==> src/rtl/video_chunk_requester.sv <==
// video_chunk_requester
// Fetches one source line for the scaler: issues {vPos, chunkNum} requests into
// the source block's request FIFO, drains RGB565 pixels from its response FIFO
// into a line buffer at {chunkNum, pixelIndex}, and pulses lineDone once the
// whole line has been written. In-flight chunks are capped so the response
// FIFO can never overflow.
//
// Ports
//   scalerClock, reset           sole clock; asynchronous active-high reset
//   lineRequestValid/Ready       line handshake (Ready high only when idle)
//   lineRequestVPos              source line number
//   lineRequestChunks            chunks in the line (clamped to 2^(11-CHUNK_BITS))
//   requestFifoWriteEnable/Data  request FIFO write port, data = {vPos, chunkNum}
//   requestFifoFull              request FIFO full flag
//   responseFifoReadEnable       combinational read strobe, data valid next cycle
//   responseFifoEmpty/ReadData   response FIFO status and pixel data
//   lineBufferWrite*             line buffer write port
//   lineDone                     one-cycle pulse when the line is complete
module video_chunk_requester #(
  parameter int unsigned CHUNK_BITS      = 5,
  parameter int unsigned MAX_OUTSTANDING = 2
) (
  input  logic                    scalerClock,
  input  logic                    reset,
  input  logic                    lineRequestValid,
  input  logic [10:0]             lineRequestVPos,
  input  logic [11-CHUNK_BITS:0]  lineRequestChunks,
  output logic                    lineRequestReady,
  output logic                    requestFifoWriteEnable,
  input  logic                    requestFifoFull,
  output logic [21-CHUNK_BITS:0]  requestFifoWriteData,
  output logic                    responseFifoReadEnable,
  input  logic                    responseFifoEmpty,
  input  logic [15:0]             responseFifoReadData,
  output logic                    lineBufferWriteEnable,
  output logic [10:0]             lineBufferWriteAddress,
  output logic [15:0]             lineBufferWriteData,
  output logic                    lineDone
);

  localparam int unsigned CHUNKNUM_W = 11 - CHUNK_BITS;
  localparam int unsigned TOTAL_W    = CHUNKNUM_W + 1;
  localparam int unsigned MAX_CHUNKS = 1 << CHUNKNUM_W;
  localparam int unsigned OUT_W      = $clog2(MAX_OUTSTANDING + 1);

  typedef enum logic [1:0] {IDLE, ACTIVE, DONE} state_t;

  state_t               state;
  logic [10:0]          vpos;
  logic [TOTAL_W-1:0]   total;
  logic [TOTAL_W-1:0]   chunks_issued;
  logic [OUT_W-1:0]     outstanding;
  logic [11:0]          read_count;
  logic [11:0]          write_count;
  logic                 read_valid;

  logic                 accept;
  logic                 issue;
  logic                 retire;
  logic [TOTAL_W-1:0]   clamped_total;
  logic [11:0]          line_pixels;

  // Handshake, clamp, and engine enables
  always_comb begin
    accept        = 1'b0;
    issue         = 1'b0;
    retire        = 1'b0;
    clamped_total = lineRequestChunks;
    line_pixels   = {total, {CHUNK_BITS{1'b0}}};

    accept = (state == IDLE) && lineRequestValid;
    if (lineRequestChunks > TOTAL_W'(MAX_CHUNKS)) begin
      clamped_total = TOTAL_W'(MAX_CHUNKS);
    end

    // Back-to-back writes are blocked so a full flag that lags one write is harmless
    issue = (state == ACTIVE) && (chunks_issued < total) &&
            (outstanding < OUT_W'(MAX_OUTSTANDING)) &&
            !requestFifoFull && !requestFifoWriteEnable;

    // The last pixel of a chunk frees its response FIFO space
    retire = read_valid && (write_count[CHUNK_BITS-1:0] == {CHUNK_BITS{1'b1}});

    responseFifoReadEnable = (state == ACTIVE) && !responseFifoEmpty &&
                             (read_count < line_pixels);
  end

  // Line sequencing FSM
  always_ff @(posedge scalerClock or posedge reset) begin
    if (reset) begin
      state            <= IDLE;
      vpos             <= '0;
      total            <= '0;
      lineRequestReady <= 1'b1;
      lineDone         <= 1'b0;
    end else begin
      case (state)
        IDLE: begin
          lineDone <= 1'b0;
          if (lineRequestValid) begin
            vpos             <= lineRequestVPos;
            total            <= clamped_total;
            lineRequestReady <= 1'b0;
            if (clamped_total == '0) begin
              state    <= DONE;
              lineDone <= 1'b1;
            end else begin
              state <= ACTIVE;
            end
          end
        end
        ACTIVE: begin
          if (write_count == line_pixels) begin
            state    <= DONE;
            lineDone <= 1'b1;
          end
        end
        DONE: begin
          state            <= IDLE;
          lineDone         <= 1'b0;
          lineRequestReady <= 1'b1;
        end
        default: begin
          state            <= IDLE;
          lineDone         <= 1'b0;
          lineRequestReady <= 1'b1;
        end
      endcase
    end
  end

  // Request engine and in-flight chunk accounting
  always_ff @(posedge scalerClock or posedge reset) begin
    if (reset) begin
      requestFifoWriteEnable <= 1'b0;
      requestFifoWriteData   <= '0;
      chunks_issued          <= '0;
      outstanding            <= '0;
    end else begin
      requestFifoWriteEnable <= issue;
      if (accept) begin
        chunks_issued <= '0;
        outstanding   <= '0;
      end else begin
        if (issue) begin
          requestFifoWriteData <= {vpos, chunks_issued[CHUNKNUM_W-1:0]};
          chunks_issued        <= chunks_issued + TOTAL_W'(1);
        end
        if (issue && !retire) begin
          outstanding <= outstanding + OUT_W'(1);
        end else if (!issue && retire) begin
          outstanding <= outstanding - OUT_W'(1);
        end
      end
    end
  end

  // Read engine: strobe -> data valid -> line buffer write
  always_ff @(posedge scalerClock or posedge reset) begin
    if (reset) begin
      read_count             <= '0;
      write_count            <= '0;
      read_valid             <= 1'b0;
      lineBufferWriteEnable  <= 1'b0;
      lineBufferWriteAddress <= '0;
      lineBufferWriteData    <= '0;
    end else begin
      read_valid            <= responseFifoReadEnable;
      lineBufferWriteEnable <= read_valid;
      if (accept) begin
        read_count  <= '0;
        write_count <= '0;
      end else begin
        if (responseFifoReadEnable) begin
          read_count <= read_count + 12'(1);
        end
        if (read_valid) begin
          lineBufferWriteAddress <= write_count[10:0];
          lineBufferWriteData    <= responseFifoReadData;
          write_count            <= write_count + 12'(1);
        end
      end
    end
  end

endmodule

==> config.mk <==
export PLATFORM = sky130hd
export DESIGN_NAME = video_chunk_requester
export DESIGN_NICKNAME = d
export VERILOG_FILES = /design/src/rtl/video_chunk_requester.sv
export SDC_FILE = /design/constraint.sdc
export NUM_CORES = 1
export LEC_CHECK = 0
export BUFFER_PORTS_ARGS = -buffer_cell sky130_fd_sc_hd__buf_2
export CORE_MARGIN = 10
export CORE_UTILIZATION = 55
export CTS_CLUSTER_DIAMETER = 50
export DETAILED_ROUTE_END_ITERATION = 7
export PLACE_DENSITY = 0.79
export SLEW_MARGIN = 20
export SYNTH_ARGS = -nofsm -noshare
export SYNTH_HDL_FRONTEND = slang
export SYNTH_SLANG_ARGS = --single-unit
==> constraint.sdc <==
create_clock -name scalerClock -period 3.8 [get_ports scalerClock]
set_clock_uncertainty 0.1 [all_clocks]
set_input_delay 0.19 -clock scalerClock [delete_from_list [all_inputs] [get_ports scalerClock]]
set_output_delay 0.19 -clock scalerClock [all_outputs]
set_load 0.01 [all_outputs]
# --- After elaboration in Yosys (flattened, before gate mapping) ---
# Index checks and enable logic that the tools add are counted.
totals:
  in_bits: 39
  wordCells: 77
  reg_bits: 102
  out_inout_bits: 49
op_classes:
  muxes: 20
  n_reduce_logical: 26
  eq_ne: 5
  n_addsub: 5
  bitwise: 2
  order_cmp: 4
op_table:
  columns: ["cell", "n"]
  rows:
  - ["$mux W12", 4]
  - ["$add A12 B1 Y12 const B", 2]
  - ["$mux W7", 3]
  - ["$eq A12 B12 Y1", 1]
  - ["$lt A12 B12 Y1", 1]
  - ["$mux W2", 6]
  - ["$logic_and A1 B1 Y1", 10]
  - ["$reduce_and A2 Y1", 5]
  - ["$add A7 B1 Y7 const B", 1]
  - ["$gt A7 B7 Y1 const B", 1]
  - ["$logic_not A7 Y1", 1]
  - ["$lt A7 B7 Y1", 1]
  - ["$reduce_bool A2 Y1", 3]
  - ["$eq A5 B5 Y1 const B", 1]
  - ["$logic_not A1 Y1", 5]
  - ["$mux W1", 4]
  - ["$pmux W1 S2", 2]
  - ["$pmux W2 S2", 1]
  - ["$reduce_bool A3 Y1", 1]
  - ["$add A2 B1 Y2 const B", 1]
  - ["$eq A2 B1 Y1 const B", 1]
  - ["$logic_not A2 Y1", 1]
  - ["$lt A2 B2 Y1 const B", 1]
  - ["$ne A2 B1 Y1 const B", 1]
  - ["other kinds (3)", 4]

# --- Logic depth before layout (Yosys ltp) ---
depth:
  word_depth: 10
  mapped_depth: 8

# --- Worst setup path after synthesis ---
# No wires, ideal clock.
synth_path:
  path_type: "register to register"
  start: "reg total[6]"
  end: "reg requestFifoWriteData[10]"
  n_path_buf: 1
  setup_time_ns: 0.125
  arrival_time_ns: 1.988
  synth_period_minus_slack_ns: 2.212
  stages_incl_launch_ff: 8
  setup_slack_ns: 1.588
  cell_sequence: "dfrtp_1 inv_1 ha_1 nor4_2 nand3b_2 a211oi_4 buf_4 mux2_2"
synth_via:
  elab_chain_len: 6
synth_lines:
  columns: ["element", "line_no", "rtl"]
  rows:
  - ["from (decl)", "50", "logic [TOTAL_W-1:0] total;"]
  - ["from (signal assigned)", "102", "total <= clamped_total;"]
  - ["$lt A7 B7 Y1", "77", "issue = (state == ACTIVE) && (chunks_issued < total) &&"]
  - ["$logic_and A1 B1 Y1 (2 in a row)", "77", null]
  - ["$logic_and A1 B1 Y1", "78", "(outstanding < OUT_W'(MAX_OUTSTANDING)) &&"]
  - ["$logic_and A1 B1 Y1", "79", "!requestFifoFull && !requestFifoWriteEnable;"]
  - ["$reduce_and A2 Y1 (no source line)", null, null]
  - ["to (signal assigned)", "146", "requestFifoWriteData <= {vpos, chunks_issued[CHUNKNUM_W-1:0]};"]
  - ["to (decl)", "31", "output logic [21-CHUNK_BITS:0] requestFifoWriteData,"]
# Every way passes these cells.
# A chain may end at the register's enable or synchronous reset.

# --- Final worst setup path ---
layout_path:
  start: "reg total[4]"
  end: "out responseFifoReadEnable"
layout_via:
  elab_chain_len: 2
layout_lines:
  columns: ["element", "line_no", "rtl"]
  rows:
  - ["$lt A12 B12 Y1", "85", "(read_count < line_pixels);"]
  - ["$logic_and A1 B1 Y1", "84", "responseFifoReadEnable = (state == ACTIVE) && !responseFifoEmpty &&"]
  - ["to (decl)", "32", "output logic responseFifoReadEnable,"]
# Every way passes these cells.

==> impl_metrics.ini <==
[outcome]
status = finished clean

[timing]
rsz0062_at_grt = no
slew_headroom_pct = 37.6
tightest_slew_ns = 0.937
finalSetupTns_ns = 0
fin_crit_ns = 2.50
whs_ns = 0.0107
slew_violations = 0
fmax_ghz = 0.400
finalSetupViolCount = 0
period_share_pct = 65.8
hold_violations = 0

[cts]
numCtsBuffers = 9
cts_max_path_buffers = 2
clkLatencyLatePin_ns = 0.36
holdBufCountCts = 30
cts.sinks = 102
clk_pin_slew_ns = 0.09
cts_root_buffer = clkbuf_8
ctsResizeCount = 0
cts_tree = done
cts_setup_buffers = 0
htree_levels = 3

[yosys]
syn_area_sq_um = 4680
ys_ff_latch = 102
synth_flop_cell = dfrtp_1
synth-edff-count = 0
synth_area_per_cell_sq_um = 11.2
synth_fp_nets = 473
synthArstFlopShare_pct = 100
synth_cells = 417
yosysWarnings = 0
seq_area_frac_synth_pct = 54.5
ys_types = 48

[drt]
drt-pass1-iter-count = 4
ant_nets = 0
vias = 3473
wl_per_cell_microns = 16.2
wl_microns = 10400
detail_route.iter0.violations = 146
viasPerCell = 5.39
drc_errors = 0

[setup_path]
endpoint_kind = output pin
crit_end = responseFifoReadEnable
r2r_slack_ns = 1.45
ff2ff_path_depth = 8
start_kind = flop
crit_path_start = total[4]$_DFFE_PP0P_
worst_r2r_endpoint = outstanding[1]$_DFFE_PP0P_
crit_type = flop to output pin
crit_required_ns = 3.51
path_max_fanout = 15
reg2reg_from = total[5]$_DFFE_PP0P_
arrival_ns = 2.21

[finish]
fin_util_pct = 69.0
drive_above_1_share_pct = 29.7
nets = 590
synthToLayoutAreaGrowth_pct = 21.7
num_antenna_cells = 0

[global_routing]
grt_pass1_vias = 3586
grt_max_degree = 79
antenna_found_initial = 0
grt_pass1_wl_microns = 17600
grt_remaining_overflow = 0
grt_usage_pct = 16.7

[power_and_ir_drop]
power.leakage_uw = 0.00283
powerDensity_nw_per_um2 = 689
ir_drop_uv = 292

[floorplanning]
die_area_sq_um = 12600
io_pins = 88
fp.dieH_microns = 112
fp.dieW_microns = 112
rows = 33
coreArea_sq_um = 8260
start_util_pct = 56.7

[placed_design]
gp_congestion = 0.805
post-dp-hpwl_microns = 7180
portBuffers = 87

[flow_run]
max_cap_viol_count = 0

[hold_path]
hp-class = primary input to flop
[where the power goes]
part | leakage [uW] | internal, uW | switching (uW)
sequential | 0.00131 | 1480 | 300
combinational | 0.00143 | 711 | 796
clock | 0.0000877 | 263 | 377
total | 0.00283 | 2460 | 1470
[worst min-delay path by stage]
stage	from	end	slack, ns	cells after the start
after global routing	lineRequestChunks[1]	total[1]$_DFFE_PP0P_	0.009	3
after floorplan	lineRequestVPos[0]	vpos[0]$_DFFE_PP0P_	0.20	2
after detailed placement	lineRequestVPos[4]	vpos[4]$_DFFE_PP0P_	0.29	3
final	lineRequestChunks[1]	total[1]$_DFFE_PP0P_	0.01	3
after global placement	lineRequestVPos[1]	vpos[1]$_DFFE_PP0P_	0.28	3
after CTS	lineRequestChunks[1]	total[1]$_DFFE_PP0P_	0.006	3
[sequential cells by signal (all words and copies together) (netlist names)]
name / flops
outstanding: 2
state: 2
lineBufferWriteData: 16
requestFifoWriteEnable: 1
lineBufferWriteEnable: 1
read_valid: 1
write_count: 12
total: 7
lineBufferWriteAddress: 11
chunks_issued: 7
requestFifoWriteData: 17
lineRequestReady: 1
lineDone: 1
vpos: 11
read_count: 12
[per-layer routing]
metal	vias to the layer above	track usage (%)	wire, microns	share of wire, %
li1	1674	-	-	-
met1	1709	19.4	4360	42
met2	76	29.4	5430	52
met3	14	3.83	456	4.4
met4	0	5.84	180	1.7
met5	-	0	0	0
[synthesized netlist by cell type (4+ instances only)]
| library cell | n | area, sq um |
|---|---|---|
| nand4_1 | 9 | 56.3 |
| a21oi_1 | 16 | 80.1 |
| inv_1 | 16 | 60.1 |
| ha_1 | 17 | 213 |
| clkbuf_1 | 10 | 37.5 |
| mux2i_1 | 10 | 100 |
| or4_1 | 5 | 37.5 |
| and2_1 | 4 | 25.0 |
| o21ai_0 | 16 | 80.1 |
| mux2_2 | 42 | 473 |
| nand3b_1 | 6 | 45.0 |
| or3_1 | 5 | 31.3 |
| o31ai_1 | 4 | 30.0 |
| nand3_1 | 7 | 35.0 |
| dfrtp_1 | 101 | 2530 |
| xor2_1 | 12 | 105 |
| nand2_1 | 65 | 244 |
| nor2_1 | 24 | 90.1 |
| xnor2_1 | 5 | 43.8 |
| and3_1 | 4 | 25.0 |
[kinds of logic after synthesis]
family | after synthesis | share of synthesized area (%)
buffers and inverters | 33 | 3.04
adders and majority gates | 17 | 4.54
muxes | 52 | 12.2
xor gates and xnor gates | 17 | 3.18
AOI/OAI and AO/OA | 50 | 7.05
and+or+nand+nor | 146 | 15.4
DFF | 102 | 54.5
[final cells by class]
cell class | instances | area [sq um]
fillers | 646 | 2560
inverters | 16 | 62.6
clock inverters | 5 | 43.8
multi-input cells | 282 | 1990
flip-flops and latches | 102 | 2550
repair buffers | 123 | 781
clock buffers | 11 | 141
well taps | 105 | 131
[metrics by stage]
stage	worst slack [ns]	power, uW	instances	area, sq um
finish	1.30	3930	644	5700
CTS	1.29	3970	644	5700
detailed placement	1.48	3300	598	5220
global placement	1.54	3220	598	5220
global route	1.09	4230	644	5700
floorplan	0.836	2810	417	4680
[cells in the final DEF, fill, tap and decap left out, types with 5 or more instances in the layout]
master,Yosys,layout
a21oi_1,16,16
or4_1,5,5
or3_1,5,5
nand4_1,9,9
nand3b_1,6,6
dlygate4sd3_1,0,30
clkbuf_8,0,10
buf_2,3,87
mux2_2,42,42
nand2_1,65,65
nor2_1,24,24
o21ai_0,16,16
dfrtp_1,101,101
ha_1,17,17
mux2i_1,10,10
nand3_1,7,7
buf_4,2,6
xnor2_1,5,5
inv_1,16,15
xor2_1,12,12
[critical path, stage by stage (launching register included)]
cell,delay [ns]
dfrtp_1,0.37
inv_1,0.08
ha_1,0.31
a211oi_1,0.25
o21ai_1,0.12
a21o_1,0.31
inv_1,0.24
buf_2,0.18
No activity file was read; power rests on OpenSTA's default activity.
